**config.mk**
```make
export PLATFORM = sky130hd
export DESIGN_NAME = ob_rsp_tx
export DESIGN_NICKNAME = d
export VERILOG_FILES = /design/src/rtl/ob_pkg.sv /design/src/rtl/ob_rsp_tx.sv
export SDC_FILE = /design/constraint.sdc
export NUM_CORES = 1
export LEC_CHECK = 0
export ABC_CLOCK_PERIOD_IN_PS = 3300
export BUFFER_PORTS_ARGS = -buffer_cell sky130_fd_sc_hd__buf_2
export CORE_MARGIN = 4
export CORE_UTILIZATION = 55
export CTS_BUF_LIST = sky130_fd_sc_hd__clkbuf_8 sky130_fd_sc_hd__clkbuf_16
export DETAILED_ROUTE_END_ITERATION = 12
export PLACE_DENSITY = 0.75
export SYNTH_ARGS = -nofsm -noshare
export SYNTH_HDL_FRONTEND = slang
export SYNTH_SLANG_ARGS = --single-unit
```
**constraint.sdc**
```tcl
create_clock -name clk -period 3.3 [get_ports clk]
set_clock_uncertainty 0.05 [all_clocks]
set_input_delay 0.495 -clock clk [delete_from_list [all_inputs] [get_ports clk]]
set_output_delay 0.495 -clock clk [all_outputs]
set_load 0.01 [all_outputs]
```
**src/rtl/ob_pkg.sv**
```systemverilog
// Shared order-book types: response word layout and the egress serializer state set.
package ob_pkg;

  typedef struct packed {
    logic [7:0]  status;
    logic [15:0] order_id;
    logic [23:0] qty;
  } rsp_t;

  typedef enum logic [1:0] {
    IDLE = 2'd0,
    LEN  = 2'd1,
    PAY  = 2'd2,
    CSUM = 2'd3
  } tx_state_t;

  localparam int OB_TX_LEN_W = 8;

  // Running frame checksum: fold one more byte into the XOR accumulator.
  function automatic logic [7:0] csum_fold(input logic [7:0] acc, input logic [7:0] b);
    return acc ^ b;
  endfunction

endpackage

```
**src/rtl/ob_rsp_tx.sv**
```systemverilog
// Egress serializer: frames one response as LEN, payload bytes MSB-first and
// an optional XOR trailer on a byte-wide valid/accept link.
module ob_rsp_tx
  import ob_pkg::*;
#(
  parameter int RSP_W   = $bits(rsp_t),
  parameter bit CSUM_EN = 1'b1
) (
  input  logic             clk,
  input  logic             rst,
  input  logic             rsp_vld,
  input  logic [RSP_W-1:0] rsp,
  output logic             rsp_accept,
  output logic             tx_vld_r,
  output logic [7:0]       tx_data_r,
  output logic             tx_sop_r,
  output logic             tx_eop_r,
  input  logic             tx_accept,
  output logic             busy_r,
  output logic [31:0]      pkt_cnt_r
);

  localparam int N    = (RSP_W + 7) / 8;
  localparam int SH_W = 8 * N;
  localparam logic [OB_TX_LEN_W-1:0] LEN_BYTE = OB_TX_LEN_W'(N);
  localparam logic [7:0]             LAST_IDX = 8'(N - 1);

  tx_state_t       state_r;
  logic [SH_W-1:0] shift_r;
  logic [7:0]      idx_r;
  logic [7:0]      csum_r;
  logic            hs_s;
  logic            accept_s;
  logic [7:0]      pay_byte_s;

  // Handshake decode; a new response is taken when idle or as the current EOP leaves
  always_comb begin
    hs_s       = tx_vld_r & tx_accept;
    pay_byte_s = shift_r[SH_W-1 -: 8];
    if (rst) begin
      accept_s = 1'b0;
    end else begin
      accept_s = rsp_vld & ((state_r == IDLE) | (tx_eop_r & hs_s));
    end
  end

  assign rsp_accept = accept_s;

  // Frame sequencer: loads the next byte into the output register on each handshake
  always_ff @(posedge clk) begin
    if (rst) begin
      state_r   <= IDLE;
      shift_r   <= '0;
      idx_r     <= 8'd0;
      csum_r    <= 8'd0;
      tx_vld_r  <= 1'b0;
      tx_data_r <= 8'd0;
      tx_sop_r  <= 1'b0;
      tx_eop_r  <= 1'b0;
      busy_r    <= 1'b0;
      pkt_cnt_r <= 32'd0;
    end else begin
      if (hs_s && tx_eop_r) begin
        pkt_cnt_r <= pkt_cnt_r + 32'd1;
      end
      if (accept_s) begin
        state_r   <= LEN;
        shift_r   <= SH_W'(rsp);
        idx_r     <= 8'd0;
        csum_r    <= csum_fold(8'd0, LEN_BYTE);
        tx_vld_r  <= 1'b1;
        tx_data_r <= LEN_BYTE;
        tx_sop_r  <= 1'b1;
        tx_eop_r  <= 1'b0;
        busy_r    <= 1'b1;
      end else if (hs_s && tx_eop_r) begin
        state_r  <= IDLE;
        tx_vld_r <= 1'b0;
        tx_sop_r <= 1'b0;
        tx_eop_r <= 1'b0;
        busy_r   <= 1'b0;
      end else if (hs_s) begin
        case (state_r)
          LEN: begin
            state_r   <= PAY;
            idx_r     <= 8'd0;
            tx_data_r <= pay_byte_s;
            csum_r    <= csum_fold(csum_r, pay_byte_s);
            shift_r   <= shift_r << 8;
            tx_sop_r  <= 1'b0;
            tx_eop_r  <= (LAST_IDX == 8'd0) && !CSUM_EN;
          end
          PAY: begin
            // Without a trailer the last payload byte carries EOP and exits above
            if (CSUM_EN && (idx_r == LAST_IDX)) begin
              state_r   <= CSUM;
              tx_data_r <= csum_r;
              tx_eop_r  <= 1'b1;
            end else begin
              idx_r     <= idx_r + 8'd1;
              tx_data_r <= pay_byte_s;
              csum_r    <= csum_fold(csum_r, pay_byte_s);
              shift_r   <= shift_r << 8;
              tx_eop_r  <= ((idx_r + 8'd1) == LAST_IDX) && !CSUM_EN;
            end
          end
          default: begin
            state_r <= state_r;
          end
        endcase
      end
    end
  end

endmodule
```
==> flow_summary.toml, run 1 <==
[status]
status = "complete, no violations"

[pwr]
power_frac_clock = 0.302
switching_share = 0.2659
power_density_nw_per_um2 = 425.8
p_comb_frac = 0.118
switching_power_mw = 0.6569
vdd_drop_max_mv = 0.2602
total_power_mw = 2.471
p_leak_nw = 2.141
power.internal_mw = 1.814
sequentialPowerShare = 0.581

[synth]
yosysUniqueCellTypes = 52
synthMuxAreaShare = 0.02243
syn_area_um2 = 5132
ys_seq_elements = 109
synthFlopType = "dfxtp_1"
avgSynthCellArea_um2 = 8.469
synth_warnings = 0
synthAdderAreaFrac = 0.01463
synth_top_family_by_area = "simple AND/OR/NAND/NOR gates"
synth_fp_nets = 664
synth_edf_count = 0
async_flop_share = 0
synthCells = 606
synth-simple-area-share = 0.2275
synth_compound_area_frac = 0.2184
synth-xor-area-share = 0.03584
seq_area_frac_synth = 0.4252

[clocking]
post_cts_buffers = 0
post_cts_resize_count = 0
cts_sinks = 109
cts_tree = "yes"
numCtsBuffers = 9
htreeDepth = 3
clkLatencyLatePin_ps = 370
clk_pin_slew_worst_paths_ps = 90
max-clock-path-buffers = 2
cts_root_buffer = "clkbuf_8"
holdBufCountCts = 0

[detailed_routing]
first_pass_iters = 4
first_iter_violations = 315
drc_errors = 0
viasPerCell = 6.140
detail-route-antenna-nets = 0
vias = 4795
routed_wl_mm = 12.64
wire_per_inst_um = 16.18

[placement]
dp_hpwl_mm = 8.891
gp_congestion = 0.8859
dp_slack_ps = 665.1
port_buffers = 96

[die]
ios = 97
die_area_um2 = 10940
rows = 34
die_w_um = 104.6
core_um2 = 8891
die_h_um = 104.6
initial_core_util = 0.5773

[sta]
relSlewSlack = 0.5935
clock.fmax_ghz = 0.3655
setup_viol = 0
fin_crit_sh = 0.8290
min_period_ps = 2736
slew_violations = 0
tns_ps = 0
worst_slack_ps = 564.2
tightest_slew_ps = 607.5
hold_viol = 0
rsz0062_at_grt = "false"

[worst_hold_path]
holdCritPathClass = "in2reg"

[worst_setup_path]
cp-end-kind = "flop"
start_kind = "flop"
crit_arrival_ps = 2910
critPathMaxFanout = 46
cp_data_required_time_ps = 3470
critPathKind = "reg2reg"

[layout]
drive_above_1_share = 0.2065
syn_to_final_growth_pct = 13.07
antennaDiodeCount = 0
nets = 727

[grt]
grt_max_degree = 55
grt_pass1_vias = 4452
grt_usage = 0.2273
antenna_found_initial = 0
grt-ovfl-total = 0
grt_pass1_wl_mm = 21.11

[run]
drv_cap = 0
[layer usage]
metal | vias up | part of all wire | GRT usage
met5 | - | 0 | 0
met4 | 0 | 0.021 | 0.07216
met3 | 25 | 0.063 | 0.04254
met2 | 143 | 0.47 | 0.3685
met1 | 2251 | 0.45 | 0.3090
li1 | 2376 | - | -
[logic make-up (layout without fill, tap and decap cells)]
group / count (synthesis) / in the layout
AO/OA/AOI/OAI: 164 / 164
XOR/XNOR: 21 / 21
adder cells (fa/ha/maj): 6 / 6
buffers and inverters: 69 / 136
flip-flops: 109 / 109
multiplexers: 11 / 11
AND/OR/NAND/NOR: 226 / 226
[worst max-delay path: stages (launching register included)]
cell	delay [ps]
dfxtp_1	420
ha_1	170
or4b_1	660
nor2_2	520
buf_12	280
nor4_1	70
a2111oi_0	420
[Yosys cell counts (all sizes together), types with 11 or more instances]
library cell	n	share of area
nor4	16	0.020
or4	18	0.027
o211ai	15	0.022
xor2	15	0.026
nor2	88	0.065
dfxtp	109	0.43
a311oi	24	0.041
buf	19	0.020
o31ai	13	0.019
a211oi	14	0.020
o21ai	35	0.034
inv	14	0.010
nand2	21	0.015
a21oi	32	0.031
clkbuf	36	0.026
a2111oi	16	0.027
nand4	11	0.019
nand3	40	0.039
[cell usage in the layout, fill, tap and decap left out, types with 16 or more instances in the layout]
cell       count
a2111oi_0     16
a21oi_1       32
a311oi_1      24
buf_2         96
dfxtp_1      109
inv_1         16
nand2_1       20
nand3_1       40
nor2_1        87
nor4_1        16
o21ai_0       34
or4_1         17
[flip-flops by register name, indices dropped and copies added (netlist names)]
register	cells
busy_r	1
shift_r	48
pkt_cnt_r	32
tx_sop_r	1
tx_eop_r	1
state_r	2
csum_r	8
idx_r	8
tx_data_r	8
[through the flow]
stage,hold WS (ps),std cells,utilization,cell area (µm²)
after detailed placement,437.0,766,0.6328,5627
after floorplan,412.7,606,-,5132
after global placement,424.2,766,0.6328,5627
after CTS,306.3,781,0.6527,5803
final,316.9,781,0.6527,5803
after global routing,296.3,781,0.6527,5803
[layout make-up]
class,count,area [µm²]
clock buffer,11,151.4
sequential,109,2182
inverter,14,52.55
timing repair buffer,107,588.1
fill,790,3088
tap,108,135.1
clock inverter,4,25.02
multi-input combinational,428,2669
[power by group through the flow]
stage	logic (mW)	registers [mW]	clock network [mW]
after detailed placement	0.289	1.46	0
final	0.290	1.43	0.746
after global placement	0.281	1.46	0
after floorplan	0.199	1.45	0
after CTS	0.290	1.43	0.762
after global routing	0.327	1.44	0.811
[path summary, 6_finish.rpt]
| kind | start | endpoint | slack [ps] | depth (start not counted) |
|---|---|---|---|---|
| worst max-delay path | idx_r[0] | shift_r[37] | 560 | 6 |
| worst max register to register | idx_r[0] | shift_r[37] | 560 | 6 |
| worst min register to register | shift_r[18] | shift_r[26] | 450 | 2 |
| worst min-delay path | rsp[0] | shift_r[0] | 320 | 3 |
Note: power is estimated with default switching activity, not from simulation.
==> run 2, diff against run 1 <==
--- a/config.mk
+++ b/config.mk
@@ -5,13 +5,13 @@
 export SDC_FILE = /design/constraint.sdc
 export NUM_CORES = 1
 export LEC_CHECK = 0
-export ABC_CLOCK_PERIOD_IN_PS = 3300
+export ABC_CLOCK_PERIOD_IN_PS = 2200
 export BUFFER_PORTS_ARGS = -buffer_cell sky130_fd_sc_hd__buf_2
 export CORE_MARGIN = 4
-export CORE_UTILIZATION = 55
+export CORE_UTILIZATION = 50
 export CTS_BUF_LIST = sky130_fd_sc_hd__clkbuf_8 sky130_fd_sc_hd__clkbuf_16
 export DETAILED_ROUTE_END_ITERATION = 12
-export PLACE_DENSITY = 0.75
+export PLACE_DENSITY = 0.72
 export SYNTH_ARGS = -nofsm -noshare
 export SYNTH_HDL_FRONTEND = slang
 export SYNTH_SLANG_ARGS = --single-unit
==> constraint.sdc (replaced) <==
create_clock -name clk -period 2.2 [get_ports clk]
set_clock_uncertainty 0.05 [all_clocks]
set_input_delay 0.33 -clock clk [delete_from_list [all_inputs] [get_ports clk]]
set_output_delay 0.33 -clock clk [all_outputs]
set_load 0.01 [all_outputs]
==> run 2 against run 1 <==
Against the previous run:
- fmax up 29%
- count of clock-buffer cells in the layout shrank 2
- final cell count is 6.7% higher
- register-to-register slack got worse by 480 ps
- worst hold slack lost 190 ps
- critical path depth fell by 1
- sequential power up 50%
- non-clock buffer count increased by 26
- setup slack got worse by 480 ps
- first-iteration DRC count is 16% higher
- global-route usage decreased by 0.36 points
- wire length up 5.5%
==> flow_summary.toml, run 2 (synthesized netlist as in run 1, its figures left out) <==
[sta]
setup_viol = 0
slew_violations = 0
min_period_ps = 2116
fin_crit_sh = 0.9620
hold_viol = 0
tightest_slew_ps = 553.9
relSlewSlack = 0.6260
fin_hold_ws_ps = 130.0
clock.fmax_ghz = 0.4725

[die]
die_w_um = 109.3
initial_core_util = 0.5203
die_area_um2 = 11950
die_h_um = 109.3
rows = 36
core_um2 = 9864
ios = 97

[layout]
antennaDiodeCount = 0
top_register = "shift_r"
syn_to_final_growth_pct = 21.18
most-common-layout-cells = "103 x dfxtp_1, 96 x buf_2, 87 x nor2_1"
nets = 753
fin_cells = 833
drive_above_1_share = 0.2586
multi_input_area_um2 = 2719
largest_reg_flops = 48
fillers = 855
largestRegisters = "shift_r: 48 flops, pkt_cnt_r: 32 flops"
mostFrequentLayoutCell = "dfxtp_1"
regArea_um2 = 2197

[grt]
grt_pass1_wl_mm = 21.60
grt_pass1_vias = 4635
grt_max_degree = 47
antenna_found_initial = 0
grt-ovfl-total = 0
grt_usage = 0.2237

[detailed_routing]
drc_errors = 0
first_pass_iters = 5
detail-route-antenna-nets = 0
viasPerCell = 5.927
first_iter_violations = 364
wire_per_inst_um = 16.01
routed_wl_mm = 13.34
vias = 4937

[clocking]
max-clock-path-buffers = 2
cts_tree = "yes"
cts_root_buffer = "clkbuf_8"
numCtsBuffers = 9
holdBufCountCts = 0
cts_sinks = 109
clkLatencyLatePin_ps = 370
clk_pin_slew_worst_paths_ps = 110
htreeDepth = 3
post_cts_buffers = 0

[run]
drv_cap = 0

[status]
status = "complete, no violations"

[worst_setup_path]
crit_arrival_ps = 2360
critPathKind = "reg2reg"
cp-end-kind = "flop"
critPathMaxFanout = 16
start_kind = "flop"
cp_data_required_time_ps = 2450

[placement]
dp_hpwl_mm = 9.456
dpl.cell_count = 817
port_buffers = 96
gp_congestion = 0.8495

[worst_hold_path]
holdCritPathClass = "in2reg"

[pwr]
power_density_nw_per_um2 = 664.3
p_leak_nw = 2.338
vdd_drop_max_mv = 0.5788
total_power_mw = 4.132
==> run 2: cell count changes in the layout (fill, tap and decap cells not counted), moves of 2 or more <==
cell       previous run  this run
dfxtp_1             109       103
a2111oi_0            16         8
buf_4                 9        31
dfxtp_4               0         3
buf_12                2         6
dfxtp_2               0         3
clkbuf_8             11         9
bufinv_16             0         3
inv_1                16        14
a2111oi_1             0         5
a2111oi_2             0         3
==> run 2: metrics by stage <==
stage	setup TNS, ps	worst slack [ps]	instance area, µm²	utilization
after CTS	0	7.685	6166	0.6251
final	0	83.69	6220	0.6305
after global routing	-28.22	-28.22	6220	0.6305
after detailed placement	0	16.51	5908	0.5989
after floorplan	0	29.66	5132	-
after global placement	0	59.72	5908	0.5989
==> run 2: worst paths after layout <==
check | startpoint | to | slack [ps] | cells after the start
max | pkt_cnt_r[16] | pkt_cnt_r[27] | 80 | 5
min | rsp[3] | shift_r[3] | 130 | 3
max reg2reg | pkt_cnt_r[16] | pkt_cnt_r[27] | 80 | 5
min reg2reg | tx_sop_r | tx_sop_r | 440 | 2
==> run 2: per-layer routing <==
metal / vias up / global-route usage / routed length, µm
met1: 2340 / 0.2979 / 5890
met5: - / 0 / 0
met4: 0 / 0.07658 / 197
li1: 2428 / - / -
met2: 152 / 0.3711 / 6552
met3: 17 / 0.03464 / 694
==> run 2: layout make-up <==
type	instances	share of cell area
Clock inverter	7	0.02052
Inverter	14	0.008449
Tap cell	133	0.02676
Clock buffer	9	0.01992
Multi-Input combinational cell	428	0.4371
Timing Repair Buffer	133	0.1340
Sequential cell	109	0.3532
==> run 2: what timing repair did <==
action,CTS,global route
gates resized for setup,3,22
setup endpoints to repair,2,17
pin swaps,0,1
==> run 2: where the power goes <==
group | total (mW) | internal [mW] | switching [mW]
clock | 1.49 | 0.775 | 0.717
sequential | 2.14 | 2.08 | 0.0646
combinational | 0.496 | 0.204 | 0.292
==> run 2: worst max-delay path: stages (launching register included) <==
cell and delay [ps]:
dfxtp_1 390, nand3_1 180, or4_1 570, buf_4 210, or4_1 500, a21oi_1 150
==> run 3, diff against run 2 <==
--- a/config.mk
+++ b/config.mk
@@ -5,13 +5,15 @@
 export SDC_FILE = /design/constraint.sdc
 export NUM_CORES = 1
 export LEC_CHECK = 0
+export ABC_AREA = 1
 export ABC_CLOCK_PERIOD_IN_PS = 2200
 export BUFFER_PORTS_ARGS = -buffer_cell sky130_fd_sc_hd__buf_2
+export CAP_MARGIN = 20
 export CORE_MARGIN = 4
-export CORE_UTILIZATION = 50
+export CORE_UTILIZATION = 51
 export CTS_BUF_LIST = sky130_fd_sc_hd__clkbuf_8 sky130_fd_sc_hd__clkbuf_16
 export DETAILED_ROUTE_END_ITERATION = 12
-export PLACE_DENSITY = 0.72
+export PLACE_DENSITY = 0.73
 export SYNTH_ARGS = -nofsm -noshare
 export SYNTH_HDL_FRONTEND = slang
 export SYNTH_SLANG_ARGS = --single-unit
==> run 3 against run 2 <==
Against the previous run:
- cell area is 0.74% higher
- global-route usage decreased by 1.4 points
- via count increased by 7.1%
- critical path depth is the same
- worst hold slack got worse by 27 ps
- flip-flop and latch count unchanged
- power shrank 7.9%
- synthesized cell count rose by 37%
- combinational power shrank 22%
- die area up 3.8%
- fmax increased by 5.8%
- setup slack improved by 120 ps
- critical path type is now reg2out
==> flow_summary.toml, run 3 <==
[pwr]
vdd_drop_max_mv = 0.4039
switching_share = 0.2539
p_leak_nw = 2.638
sequentialPowerShare = 0.540
power.internal_mw = 2.838
p_comb_frac = 0.101
switching_power_mw = 0.9655
power_density_nw_per_um2 = 607.0
power_frac_clock = 0.359

[clocking]
numCtsBuffers = 9
cts_sinks = 109
cts_root_buffer = "clkbuf_8"
cts_tree = "yes"
holdBufCountCts = 0
clk_pin_slew_worst_paths_ps = 110
clkLatencyLatePin_ps = 370
htreeDepth = 3
max-clock-path-buffers = 2

[synth]
synth_edf_count = 0
synth_warnings = 0
synth_fp_nets = 890
synth_top_area_cell = "dfxtp_1"
seq_area_frac_synth = 0.4006
synth.most_common_cell = "nand2_1"
post-synth-top-area-fraction = 0.4006
yosys-top-cells-area = "dfxtp_1 40%, nand2_1 18%, nand3_1 7.8%"
async_flop_share = 0
synthCells = 832
ys_seq_elements = 109
synthTopCellsByCount = "262 x nand2_1, 109 x dfxtp_1, 85 x nand3_1, 77 x nor2_1, 73 x inv_1"
syn_area_um2 = 5448
synthFlopType = "dfxtp_1"
avgSynthCellArea_um2 = 6.548
yosysUniqueCellTypes = 32

[placement]
dpl_cell_area_um2 = 6033
port_buffers = 96
dp_hpwl_mm = 9.296
dpl.cell_count = 1040
gp_congestion = 0.8627

[worst_setup_path]
crit_arrival_ps = 1620
cp_data_required_time_ps = 1820
cp-end-kind = "output pin"
worstRegToRegCells = 9
reg2reg_slack_ps = 290
critPathKind = "reg2out"
reg2reg_from = "state_r[0]"
critPathMaxFanout = 20
reg2reg_to = "shift_r[27]"
start_kind = "flop"

[status]
status = "complete, no violations"

[sta]
tightest_slew_ps = 632.3
hold_viol = 0
fin_crit_sh = 0.9093
setup_viol = 0
relSlewSlack = 0.5785
clock.fmax_ghz = 0.4999
min_period_ps = 2001
tns_ps = 0
rsz0062_at_grt = "false"
slew_violations = 0

[worst_hold_path]
holdPathStages = 3
min_from = "rsp[3]"
holdCritPathClass = "in2reg"
holdPathEnd = "shift_r[3]"

[grt]
grt_usage = 0.2095
grt_pass1_wl_mm = 22.22
grt_pass1_vias = 4834
grt-ovfl-total = 0
grt_max_degree = 61
antenna_found_initial = 0

[detailed_routing]
drc_errors = 0
detail-route-antenna-nets = 0
first_pass_iters = 5
vias = 5286
first_iter_violations = 288
routed_wl_mm = 12.95
viasPerCell = 5.006
wire_per_inst_um = 12.26

[die]
die_w_um = 111.4
die_h_um = 111.4
core_um2 = 10370
die_area_um2 = 12400
initial_core_util = 0.5253
rows = 37
ios = 97

[layout]
largestRegisters = "shift_r: 48 flops, pkt_cnt_r: 32 flops"
syn_to_final_growth_pct = 15.02
fin_area_um2 = 6266
top_register = "shift_r"
mostFrequentLayoutCell = "nand2_1"
drive_above_1_share = 0.1598
largest_reg_flops = 48
most-common-layout-cells = "262 x nand2_1, 108 x dfxtp_1, 96 x buf_2"
fin_cells = 1056
fillers = 1061
nets = 973
antennaDiodeCount = 0

[run]
drv_cap = 0
[run 3: cell count changes in the layout (fill, tap and decap cells not counted), moves of 11 or more]
| cell | delta |
|---|---|
| nand2_1 | +243 |
| nor4_1 | -15 |
| xor2_1 | -11 |
| o211ai_1 | -15 |
| buf_4 | -18 |
| a21oi_1 | +40 |
| nand3_1 | +45 |
| a311oi_1 | -24 |
| o21ai_0 | +20 |
| o31ai_1 | -13 |
| inv_1 | +60 |
| or4_1 | -16 |
| a211oi_1 | -12 |
[run 3: cell families after synthesis]
family / Yosys count / synth area share
simple gates: 455 / 0.3500
xor+xnor: 8 / 0.01286
compound gates: 139 / 0.1318
flops: 109 / 0.4006
fa+ha+maj: 6 / 0.01378
buf+inv: 115 / 0.09095
[run 3: timing repair]
action / 4_1_cts / 5_1_grt
gates resized for setup: 1 / 3
buffers inserted: 0 / 0
setup endpoints to repair: 1 / 1
[run 3: worst max-delay path by stage]
stage	startpoint	endpoint
4_1_cts	busy_r	rsp_accept
5_1_grt	state_r[0]	shift_r[8]
3_3_place_gp	busy_r	shift_r[47]
2_1_floorplan	state_r[0]	csum_r[1]
3_5_place_dp	state_r[0]	shift_r[27]
6_report	tx_eop_r	rsp_accept
[run 3: cell type report]
cell class	instances	area (µm²)	share of cell area
Clock buffer	10	137.6	0.02196
Multi-Input combinational cell	608	2778	0.4433
Clock inverter	6	86.33	0.01378
Inverter	76	292.8	0.04673
Timing Repair Buffer	111	618.1	0.09864
Sequential cell	109	2183	0.3484
Tap cell	136	170.2	0.02716
[run 3: worst max-delay path: stages (launching register included)]
cell,delay [ps]
dfxtp_1,430
nand3_2,160
nand2_1,150
nand3_4,180
inv_8,170
buf_2,150
[run 3: metal layers]
metal	up-vias	routed length (µm)	GRT usage
li1	2821	-	-
met1	2345	6340	0.2942
met2	113	5949	0.3398
met3	7	561	0.04293
met4	0	97	0.03569
met5	-	0	0
[run 3: power groups by stage]
| stage | Sequential, mW | Clock [mW] | Combinational, mW |
|---|---|---|---|
| final | 2.05 | 1.36 | 0.385 |
| after global routing | 2.06 | 1.46 | 0.443 |
| after CTS | 2.05 | 1.40 | 0.385 |
| after detailed placement | 2.10 | 0 | 0.384 |
| after global placement | 2.10 | 0 | 0.381 |
| after floorplan | 2.09 | 0 | 0.268 |
[run 3: metrics by stage]
stage	util	setup slack, ps	hold slack, ps	total power, mW
finish	0.6042	199.5	102.6	3.804
global route	0.6042	20.93	107.8	3.958
CTS	0.6036	66.45	89.79	3.837
detailed placement	0.5818	285.5	405.9	2.481
global placement	0.5818	331.8	401.9	2.477
floorplan	-	607.8	389.2	2.361
